File: config.mk
export PLATFORM = sky130hd
export DESIGN_NAME = mem_port_arbiter_flat
export DESIGN_NICKNAME = d
export VERILOG_FILES = /design/src/rtl/mem_port_arbiter_if.sv /design/src/rtl/mem_port_arbiter.sv /design/src/flat_wrapper.sv
export SDC_FILE = /design/constraint.sdc
export NUM_CORES = 1
export LEC_CHECK = 0
export CORE_MARGIN = 5
export CORE_UTILIZATION = 44
export CTS_BUF_LIST = sky130_fd_sc_hd__clkbuf_8
export DETAILED_ROUTE_END_ITERATION = 7
export PLACE_DENSITY = 0.83
export SYNTH_ARGS = -nofsm -noshare
export SYNTH_HDL_FRONTEND = slang
export SYNTH_SLANG_ARGS = --single-unit
export TNS_END_PERCENT = 50
File: constraint.sdc
create_clock -name clk -period 1.85 [get_ports clk]
set_clock_uncertainty 0.1 [all_clocks]
set_input_delay 0.4625 -clock clk [delete_from_list [all_inputs] [get_ports clk]]
set_output_delay 0.4625 -clock clk [all_outputs]
set_load 0.01 [all_outputs]
File: src/rtl/mem_port_arbiter_if.sv
// Handshake bundle between the memory port arbiter, its two requesters (IFU, LSU) and the memory.
// The slave modport is the arbiter's view; the master modport is the surrounding environment's view.
interface mem_port_arbiter_if #(
  parameter int DATA_W = 32
);
  // IFU read-only request/response channel
  logic              ifu_req_valid;
  logic              ifu_req_ready;
  logic [DATA_W-1:0] ifu_addr;
  logic              ifu_resp_valid;
  logic [DATA_W-1:0] ifu_rdata;
  logic              ifu_resp_err;

  // LSU read/write request/response channel
  logic              lsu_req_valid;
  logic              lsu_req_ready;
  logic [DATA_W-1:0] lsu_addr;
  logic              lsu_wen;
  logic [DATA_W-1:0] lsu_wdata;
  logic [3:0]        lsu_wmask;
  logic              lsu_resp_valid;
  logic [DATA_W-1:0] lsu_rdata;
  logic              lsu_resp_err;

  // Shared memory port
  logic              mem_req_valid;
  logic              mem_req_ready;
  logic [DATA_W-1:0] mem_addr;
  logic              mem_wen;
  logic [DATA_W-1:0] mem_wdata;
  logic [3:0]        mem_wmask;
  logic              mem_resp_valid;
  logic [DATA_W-1:0] mem_rdata;

  modport slave (
    input  ifu_req_valid, ifu_addr,
    output ifu_req_ready, ifu_resp_valid, ifu_rdata, ifu_resp_err,
    input  lsu_req_valid, lsu_addr, lsu_wen, lsu_wdata, lsu_wmask,
    output lsu_req_ready, lsu_resp_valid, lsu_rdata, lsu_resp_err,
    output mem_req_valid, mem_addr, mem_wen, mem_wdata, mem_wmask,
    input  mem_req_ready, mem_resp_valid, mem_rdata
  );

  modport master (
    output ifu_req_valid, ifu_addr,
    input  ifu_req_ready, ifu_resp_valid, ifu_rdata, ifu_resp_err,
    output lsu_req_valid, lsu_addr, lsu_wen, lsu_wdata, lsu_wmask,
    input  lsu_req_ready, lsu_resp_valid, lsu_rdata, lsu_resp_err,
    input  mem_req_valid, mem_addr, mem_wen, mem_wdata, mem_wmask,
    output mem_req_ready, mem_resp_valid, mem_rdata
  );
endinterface

File: src/rtl/mem_port_arbiter.sv
// Shares one memory port between IFU and LSU: one outstanding transaction, variable-latency
// response with optional timeout, fixed LSU priority or round-robin arbitration.
module mem_port_arbiter #(
  parameter int DATA_W   = 32,
  parameter int TIMEOUT  = 255,
  parameter bit LSU_PRIO = 1'b1
) (
  input logic               clk,
  input logic               rst,
  mem_port_arbiter_if.slave bus
);

  localparam int CNT_W = (TIMEOUT > 0) ? $clog2(TIMEOUT + 1) : 1;
  localparam logic [CNT_W-1:0] CNT_LAST = CNT_W'((TIMEOUT > 0) ? TIMEOUT - 1 : 0);
  localparam logic [CNT_W-1:0] CNT_MAX  = {CNT_W{1'b1}};

  typedef enum logic [1:0] {
    S_IDLE,
    S_REQ,
    S_WAIT
  } state_t;

  typedef enum logic {
    OWN_IFU,
    OWN_LSU
  } owner_t;

  typedef struct packed {
    logic [DATA_W-1:0] addr;
    logic              wen;
    logic [DATA_W-1:0] wdata;
    logic [3:0]        wmask;
  } req_t;

  state_t            state_q, state_d;
  owner_t            owner_q;
  owner_t            last_q;
  req_t              req_q, req_sel;
  logic [CNT_W-1:0]  cnt_q, cnt_d;

  logic              ifu_win, lsu_win;
  logic              accept, resp_ok, resp_to;

  logic              ifu_rv_q, ifu_err_q;
  logic              lsu_rv_q, lsu_err_q;
  logic [DATA_W-1:0] ifu_rdata_q, lsu_rdata_q;

  // Contention: LSU_PRIO gives the LSU a fixed win, otherwise the requester not served last wins.
  always_comb begin
    lsu_win = bus.lsu_req_valid &&
              (!bus.ifu_req_valid || LSU_PRIO || (last_q == OWN_IFU));
    ifu_win = bus.ifu_req_valid && !lsu_win;
  end

  // Request fields captured on the handshake; the IFU only ever reads.
  always_comb begin
    req_sel = '0;
    if (lsu_win) begin
      req_sel.addr  = bus.lsu_addr;
      req_sel.wen   = bus.lsu_wen;
      req_sel.wdata = bus.lsu_wdata;
      req_sel.wmask = bus.lsu_wmask;
    end else begin
      req_sel.addr  = bus.ifu_addr;
    end
  end

  // NOTE: every signal gets a default before the case so no path leaves it unassigned,
  // which would otherwise infer a latch.
  always_comb begin
    state_d = state_q;
    cnt_d   = cnt_q;
    accept  = 1'b0;
    resp_ok = 1'b0;
    resp_to = 1'b0;
    unique case (state_q)
      S_IDLE: begin
        if (ifu_win || lsu_win) begin
          accept  = 1'b1;
          state_d = S_REQ;
        end
      end
      S_REQ: begin
        if (bus.mem_req_ready) begin
          state_d = S_WAIT;
          cnt_d   = '0;
        end
      end
      S_WAIT: begin
        if (cnt_q != CNT_MAX) begin
          cnt_d = cnt_q + 1'b1;
        end
        // A response arriving on the timeout cycle takes precedence over the error.
        if (bus.mem_resp_valid) begin
          resp_ok = 1'b1;
          state_d = S_IDLE;
        end else if ((TIMEOUT != 0) && (cnt_q == CNT_LAST)) begin
          resp_to = 1'b1;
          state_d = S_IDLE;
        end
      end
      default: begin
        state_d = S_IDLE;
      end
    endcase
  end

  // NOTE: sequential state is updated with non-blocking assignments so every flop samples
  // the pre-edge values regardless of block ordering.
  always_ff @(posedge clk or negedge rst) begin
    if (!rst) begin
      state_q <= S_IDLE;
      cnt_q   <= '0;
    end else begin
      state_q <= state_d;
      cnt_q   <= cnt_d;
    end
  end

  always_ff @(posedge clk or negedge rst) begin
    if (!rst) begin
      req_q   <= '0;
      owner_q <= OWN_IFU;
      last_q  <= OWN_LSU;
    end else if (accept) begin
      req_q   <= req_sel;
      owner_q <= lsu_win ? OWN_LSU : OWN_IFU;
      last_q  <= lsu_win ? OWN_LSU : OWN_IFU;
    end
  end

  // Response pulses last one cycle; data and error hold until that requester's next response.
  always_ff @(posedge clk or negedge rst) begin
    if (!rst) begin
      ifu_rv_q    <= 1'b0;
      ifu_err_q   <= 1'b0;
      ifu_rdata_q <= '0;
      lsu_rv_q    <= 1'b0;
      lsu_err_q   <= 1'b0;
      lsu_rdata_q <= '0;
    end else begin
      ifu_rv_q <= 1'b0;
      lsu_rv_q <= 1'b0;
      if (resp_ok || resp_to) begin
        if (owner_q == OWN_IFU) begin
          ifu_rv_q    <= 1'b1;
          ifu_err_q   <= resp_to;
          ifu_rdata_q <= resp_ok ? bus.mem_rdata : '0;
        end else begin
          lsu_rv_q    <= 1'b1;
          lsu_err_q   <= resp_to;
          lsu_rdata_q <= resp_ok ? bus.mem_rdata : '0;
        end
      end
    end
  end

  assign bus.ifu_req_ready  = (state_q == S_IDLE) && ifu_win;
  assign bus.lsu_req_ready  = (state_q == S_IDLE) && lsu_win;

  assign bus.mem_req_valid  = (state_q == S_REQ);
  assign bus.mem_addr       = req_q.addr;
  assign bus.mem_wen        = req_q.wen;
  assign bus.mem_wdata      = req_q.wdata;
  assign bus.mem_wmask      = req_q.wmask;

  assign bus.ifu_resp_valid = ifu_rv_q;
  assign bus.ifu_rdata      = ifu_rdata_q;
  assign bus.ifu_resp_err   = ifu_err_q;
  assign bus.lsu_resp_valid = lsu_rv_q;
  assign bus.lsu_rdata      = lsu_rdata_q;
  assign bus.lsu_resp_err   = lsu_err_q;

endmodule
File: src/flat_wrapper.sv
// flat-port wrapper written by rule: the top's interface ports become plain ports
module mem_port_arbiter_flat 
#(
  parameter int DATA_W   = 32,
  parameter int TIMEOUT  = 255,
  parameter bit LSU_PRIO = 1'b1
)
  (clk, rst, bus_ifu_req_valid, bus_ifu_addr, bus_ifu_req_ready, bus_ifu_resp_valid, bus_ifu_rdata, bus_ifu_resp_err, bus_lsu_req_valid, bus_lsu_addr, bus_lsu_wen, bus_lsu_wdata, bus_lsu_wmask, bus_lsu_req_ready, bus_lsu_resp_valid, bus_lsu_rdata, bus_lsu_resp_err, bus_mem_req_valid, bus_mem_addr, bus_mem_wen, bus_mem_wdata, bus_mem_wmask, bus_mem_req_ready, bus_mem_resp_valid, bus_mem_rdata);
  mem_port_arbiter_if #(.DATA_W(DATA_W)) bus_i ();
  input logic clk;
  input logic rst;
  input wire logic [$bits(bus_i.ifu_req_valid)-1:0] bus_ifu_req_valid;
  input wire logic [$bits(bus_i.ifu_addr)-1:0] bus_ifu_addr;
  output wire logic [$bits(bus_i.ifu_req_ready)-1:0] bus_ifu_req_ready;
  output wire logic [$bits(bus_i.ifu_resp_valid)-1:0] bus_ifu_resp_valid;
  output wire logic [$bits(bus_i.ifu_rdata)-1:0] bus_ifu_rdata;
  output wire logic [$bits(bus_i.ifu_resp_err)-1:0] bus_ifu_resp_err;
  input wire logic [$bits(bus_i.lsu_req_valid)-1:0] bus_lsu_req_valid;
  input wire logic [$bits(bus_i.lsu_addr)-1:0] bus_lsu_addr;
  input wire logic [$bits(bus_i.lsu_wen)-1:0] bus_lsu_wen;
  input wire logic [$bits(bus_i.lsu_wdata)-1:0] bus_lsu_wdata;
  input wire logic [$bits(bus_i.lsu_wmask)-1:0] bus_lsu_wmask;
  output wire logic [$bits(bus_i.lsu_req_ready)-1:0] bus_lsu_req_ready;
  output wire logic [$bits(bus_i.lsu_resp_valid)-1:0] bus_lsu_resp_valid;
  output wire logic [$bits(bus_i.lsu_rdata)-1:0] bus_lsu_rdata;
  output wire logic [$bits(bus_i.lsu_resp_err)-1:0] bus_lsu_resp_err;
  output wire logic [$bits(bus_i.mem_req_valid)-1:0] bus_mem_req_valid;
  output wire logic [$bits(bus_i.mem_addr)-1:0] bus_mem_addr;
  output wire logic [$bits(bus_i.mem_wen)-1:0] bus_mem_wen;
  output wire logic [$bits(bus_i.mem_wdata)-1:0] bus_mem_wdata;
  output wire logic [$bits(bus_i.mem_wmask)-1:0] bus_mem_wmask;
  input wire logic [$bits(bus_i.mem_req_ready)-1:0] bus_mem_req_ready;
  input wire logic [$bits(bus_i.mem_resp_valid)-1:0] bus_mem_resp_valid;
  input wire logic [$bits(bus_i.mem_rdata)-1:0] bus_mem_rdata;
  assign bus_i.ifu_req_valid = bus_ifu_req_valid;
  assign bus_i.ifu_addr = bus_ifu_addr;
  assign bus_ifu_req_ready = bus_i.ifu_req_ready;
  assign bus_ifu_resp_valid = bus_i.ifu_resp_valid;
  assign bus_ifu_rdata = bus_i.ifu_rdata;
  assign bus_ifu_resp_err = bus_i.ifu_resp_err;
  assign bus_i.lsu_req_valid = bus_lsu_req_valid;
  assign bus_i.lsu_addr = bus_lsu_addr;
  assign bus_i.lsu_wen = bus_lsu_wen;
  assign bus_i.lsu_wdata = bus_lsu_wdata;
  assign bus_i.lsu_wmask = bus_lsu_wmask;
  assign bus_lsu_req_ready = bus_i.lsu_req_ready;
  assign bus_lsu_resp_valid = bus_i.lsu_resp_valid;
  assign bus_lsu_rdata = bus_i.lsu_rdata;
  assign bus_lsu_resp_err = bus_i.lsu_resp_err;
  assign bus_mem_req_valid = bus_i.mem_req_valid;
  assign bus_mem_addr = bus_i.mem_addr;
  assign bus_mem_wen = bus_i.mem_wen;
  assign bus_mem_wdata = bus_i.mem_wdata;
  assign bus_mem_wmask = bus_i.mem_wmask;
  assign bus_i.mem_req_ready = bus_mem_req_ready;
  assign bus_i.mem_resp_valid = bus_mem_resp_valid;
  assign bus_i.mem_rdata = bus_mem_rdata;
  mem_port_arbiter #(.DATA_W(DATA_W), .TIMEOUT(TIMEOUT), .LSU_PRIO(LSU_PRIO)) u_core (.clk(clk), .rst(rst), .bus(bus_i));
endmodule
# Yosys cells after proc, flatten, opt, wreduce, memory -nomap -nowiden
# Cells that the tools add are included.
# totals
elab_cells,58
inputBits,139
reg_bits,148
output_inout_bits,140
# classes
bitwise,1
n_mux,23
n_eq_ne,8
add_sub_neg,1
reduce_logical,12
# op_table
op,count
32-bit 2-to-1 mux,2
37-bit 2-to-1 mux,1
8-bit 2-to-1 mux,2
8-bit case mux with 2 select lines,1
1-bit 2-to-1 mux,12
"8-bit by 1-bit adder with 8-bit output, second input constant",1
"8-bit == test, second input constant",1
2-bit 2-to-1 mux,4
"8-bit inequality test, second input constant",1
"2-bit by 1-bit inequality test with 1-bit output, second input constant",3
2-bit case mux with 3 select lines,1
3-bit AND reduction,2
2-bit AND reduction,2
1-bit logical AND,3
"3-bit by 2-bit inequality test with 1-bit output, second input constant",1
"2-bit by 1-bit == test with 1-bit output, second input constant",1
"2-bit == test, second input constant",1
2-bit zero test,1
1-bit logical OR,2
2-bit nonzero test,1
1-bit zero test,1
1-bit inverter,1

# Logic depth before layout (Yosys ltp)
# depth
ltp_word,6
depth_mapped,7
depth_no_buf,5

# Worst setup path before layout
# Ideal clock, no wire load.
# synth_timing
path_type,input port to flip-flop
startpoint,in bus_lsu_req_valid
endpoint,reg u_core.req_q (netlist bit u_core.bus.mem_addr[10])
setup_time_ns,0.125
setup_slack_ns,0.051
path_stages,4
t_required_ns,1.625
arrival_ns,1.574
path_buffers,2
path_cell_list,buf_2 -> clkbuf_1 -> mux2_2 -> mux2_2
# synth_between
elab_chain_cells,5
word_cells_on_any_way,6
cone_classes,mux: 3; reduce/logical: 3
# synth_rtl
item,line_no,source
start: declaration,flat_wrapper.sv:18,input wire logic [$bits(bus_i.lsu_req_valid)-1:0] bus_lsu_req_valid;
1-bit zero test,mem_port_arbiter.sv:52,ifu_win = bus.ifu_req_valid && !lsu_win;
1-bit logical AND,mem_port_arbiter.sv:52,
1-bit logical OR,mem_port_arbiter.sv:78,if (ifu_win || lsu_win) begin
1-bit 2-to-1 mux,mem_port_arbiter.sv:78,
1-bit 2-to-1 mux,mem_port_arbiter.sv:76,unique case (state_q)
end signal: assignment,mem_port_arbiter.sv:126,req_q <= req_sel;
end: declaration,mem_port_arbiter.sv:38,"req_t req_q, req_sel;"
# Parallel ways exist; a longest one is shown, timed or not.
# A chain may end at the register's enable or synchronous reset.

# Final worst setup path
# layout_timing
startpoint,reg u_core.state_q[1]
endpoint,out bus_mem_req_valid
# layout_between
elab_chain_cells,1
# layout_rtl
item,line_no,source
start: declaration,mem_port_arbiter.sv:35,"state_t state_q, state_d;"
start signal: assignment,mem_port_arbiter.sv:115,state_q <= state_d;
2-bit by 1-bit == test with 1-bit output,mem_port_arbiter.sv:161,assign bus.mem_req_valid = (state_q == S_REQ);
end: declaration,flat_wrapper.sv:27,output wire logic [$bits(bus_i.mem_req_valid)-1:0] bus_mem_req_valid;
# Every way passes these cells.

==> results by group <==
Timing
  – Unrepaired setup endpoints after global routing: yes
  – Least-Margin Pin Slew: 0.438 ns
  – Final worst path period share: 1.04
  – Minimum clock period: 1.92 ns
  – Final setup TNS: -0.164 ns
  – Final setup vio count: 3
  – Pins Over Slew Limit: 0
  – Final Hold Viols: 0
  – Worst-case headroom to the max-slew limit: 0.708
  – Setup WS post-layout: -0.0656 ns
  – Highest Clock Rate: 0.522 GHz

Cells and area
  – Number of standard cells in the final layout excluding fillers: 1037
  – # nets final: 981
  – Count of antenna diodes in the layout: 0
  – Fraction of final layout cells with drive strength greater than 1: 0.186
  – Area overhead of the layout relative to synthesis: 55.3%

Synth
  – Post-synthesis async set-or-reset flop share: 1.00
  – Synth top area cells: sky130_fd_sc_hd__dfrtp_1 57%, sky130_fd_sc_hd__mux2_2 11%, sky130_fd_sc_hd__a22oi_1 6.3%
  – Synth Area per Inst: 11.9 um^2
  – Prevailing post-synth register cell: sky130_fd_sc_hd__dfrtp_1
  – Flip-flop and latch count after synthesis: 148
  – Area of the mapped netlist: 6480 um^2
  – Post-synthesis cell count: 545
  – Sequential area share after synthesis: 0.572
  – Syn nets: 686
  – Proportion of netlist area held by the largest area contributor: 0.572
  – Top cell type by total area after synthesis: sky130_fd_sc_hd__dfrtp_1
  – Number of enable-type register cells in the synthesized netlist: 0
  – Unique cell type count in the Yosys netlist: 44
  – Library cell with the highest instance count after synthesis: sky130_fd_sc_hd__dfrtp_1
  – Leading post-synthesis cells by instance count: 148 x sky130_fd_sc_hd__dfrtp_1, 68 x sky130_fd_sc_hd__inv_1, 64 x sky130_fd_sc_hd__mux2_2
  – Count of yosys warnings during synthesis: 0

Hold path
  – Type of the most critical hold path: flip-flop to flip-flop

Flow run
  – MaxCap Viol Count: 0

Die
  – Std cell rows: 44
  – Effective utilization at floorplan: 0.447
  – Total core area: 14500 um^2
  – Die Wd: 131 um
  – I/O pin count: 279
  – Total die area: 17300 um^2
  – Chip height: 131 um

Routing
  – Number of routed nets with antenna violations: 0
  – WL per Instance: 19.6 um
  – DR vias: 5609
  – Wire length after detailed routing: 20.4 mm
  – Number of remaining DRC errors: 0
  – DRC marker count from the first detailed-route iteration: 301
  – Number of iterations in the first detailed-routing pass: 5
  – Post-DR vias/cell: 5.41

Placed design
  – Dpl hpwl: 15.3 mm
  – Port bufs: 278
  – Global placement routability congestion: 0.896
  – Number of placed instances, taps included: 999

Global route
  – Pin count of the biggest net entering global routing: 43
  – Vias in the first global route: 6028
  – First-pass GRT wire length: 32.8 mm
  – Antenna violations before repair: 1
  – Total Routing Usage GR: 0.234
  – GR Overflow Total: 0

Clock tree
  – Clock Latency Late Sink: 0.44 ns
  – Number of buffers created by CTS: 17
  – Clock transition at the registers of the reported paths: 0.07 ns
  – H-Tree Depth: 4
  – Clock tree from TritonCTS: yes
  – CTS sink cnt: 148
  – CTS Buffer Depth: 2
  – CTS Root Cell: sky130_fd_sc_hd__clkbuf_8

Status
  – Failing checks: setup timing
  – Run status: complete, but fails checks

Power
  – Overall power after layout: 14.2 mW
  – Peak supply drop: 0.000932 V
  – Leakage power total: 4.81 nW
  – Power density of the placed cells: 1410 nW/um^2

Setup path
  – Arrival time worst endpoint: 1.35 ns
  – Highest fanout seen on the critical path: 2
  – Startpoint type of the worst setup path: flip-flop
  – Critical path endpoint category: output port
  – Worst EP required: 1.29 ns
  – Critical setup path kind: flip-flop to output port
-- path summary, 6_finish.rpt --
| path | startpoint | to | slack, ns | cells after the start |
|---|---|---|---|---|
| setup / recovery | u_core.state_q[1] | bus_mem_req_valid | -0.07 | 4 |
| hold / removal | u_core.bus.mem_wmask[0] | u_core.bus.mem_wmask[0] | 0.39 | 1 |
| setup reg to reg | u_core.state_q[0] | u_core.bus.ifu_rdata[10] | 0.06 | 6 |
| hold reg to reg | u_core.bus.mem_wmask[0] | u_core.bus.mem_wmask[0] | 0.39 | 1 |
| max in group asynchronous | rst | u_core.bus.mem_addr[23] | 0.66 | 3 |
| min in group asynchronous | rst | u_core.bus.ifu_rdata[24] | 0.41 | 2 |
-- timing repair --
item	CTS	global route
gates resized for setup	155	15
buffers inserted	2	3
pin swaps	0	1
endpoints found under the setup margin	142	37
endpoints found under the hold margin	35	0
hold buffers	1	0
-- registers in the layout (all words and copies together) (netlist names), 2 cells and up --
register              count
u_core.bus.mem_wdata     32
u_core.bus.ifu_rdata     32
u_core.bus.lsu_rdata     32
u_core.bus.mem_addr      32
u_core.state_q            2
u_core.bus.mem_wmask      4
u_core.cnt_q              8
-- worst max-delay path: stages, from the launching register on --
cell,delay (ns)
sky130_fd_sc_hd__dfrtp_1,0.38
sky130_fd_sc_hd__buf_4,0.13
sky130_fd_sc_hd__or2b_1,0.23
sky130_fd_sc_hd__inv_2,0.07
sky130_fd_sc_hd__buf_6,0.10
-- final cells by class --
class                      instances  area [um^2]
clock inverter                    11          180
inverter                          68          255
clock buffer                      21          289
fill                            1070         4420
tap                              184          230
timing repair buffer             316         3020
sequential                       148         3700
multi-input combinational        289         2380
-- stage by stage --
| stage | instance area (um^2) | setup slack [ns] | hold WS [ns] | util |
|---|---|---|---|---|
| 2_1_floorplan | 6480 | 0.0513 | 0.0669 | - |
| 3_3_place_gp | 9650 | -0.470 | 0.311 | 0.667 |
| 3_5_place_dp | 9650 | -0.474 | 0.317 | 0.667 |
| 4_1_cts | 9980 | -0.121 | 0.398 | 0.690 |
| 5_1_grt | 10100 | -0.197 | 0.405 | 0.695 |
| 6_report | 10100 | -0.0656 | 0.393 | 0.695 |
-- cells in the final DEF, fill, tap and decap left out, drive strengths merged, types with 2 or more instances in the layout --
| cell type | n |
|---|---|
| dfrtp | 148 |
| and4b | 2 |
| buf | 41 |
| clkdlybuf4s50 | 137 |
| and3 | 4 |
| nand2 | 7 |
| clkinv | 3 |
| a41oi | 2 |
| a22o | 37 |
| clkbuf | 21 |
| o21ai | 70 |
| bufinv | 5 |
| ha | 2 |
| nand3b | 2 |
| o211ai | 2 |
| mux2 | 64 |
| a21oi | 3 |
| nand3 | 2 |
| nor2 | 5 |
| inv | 70 |
| dlygate4sd2 | 137 |
| and2 | 2 |
| mux2i | 3 |
| a22oi | 64 |
-- per-layer routing --
layer  wire (um)  vias up  share of wire  track usage
met1        7730     2779           0.38        0.273
li1            -     2545              -            -
met3        1900       34          0.093       0.0933
met5          13        -        0.00064            0
met4         486        2          0.024       0.0800
met2       10200      249           0.50        0.394
-- kinds of logic (layout without fill, tap and decap cells) --
logic type / after synthesis / count (layout) / synth area share
buffers and inverters: 108 / 416 / 0.0722
adders and majority gates: 2 / 2 / 0.00386
AOI/OAI and AO/OA: 185 / 185 / 0.203
and+or+nand+nor: 33 / 33 / 0.0311
DFF: 148 / 148 / 0.572
xor gates and xnor gates: 2 / 2 / 0.00270
muxes: 67 / 67 / 0.116
-- where the power goes --
group	leakage (nW)	total, mW	internal, mW	switching [mW]
combinational	2.93	5.97	3.19	2.77
clock	0.244	2.92	1.74	1.18
sequential	1.63	5.28	4.43	0.846
total	4.81	14.2	9.36	4.80
Note: power is estimated with default switching activity, not from simulation.
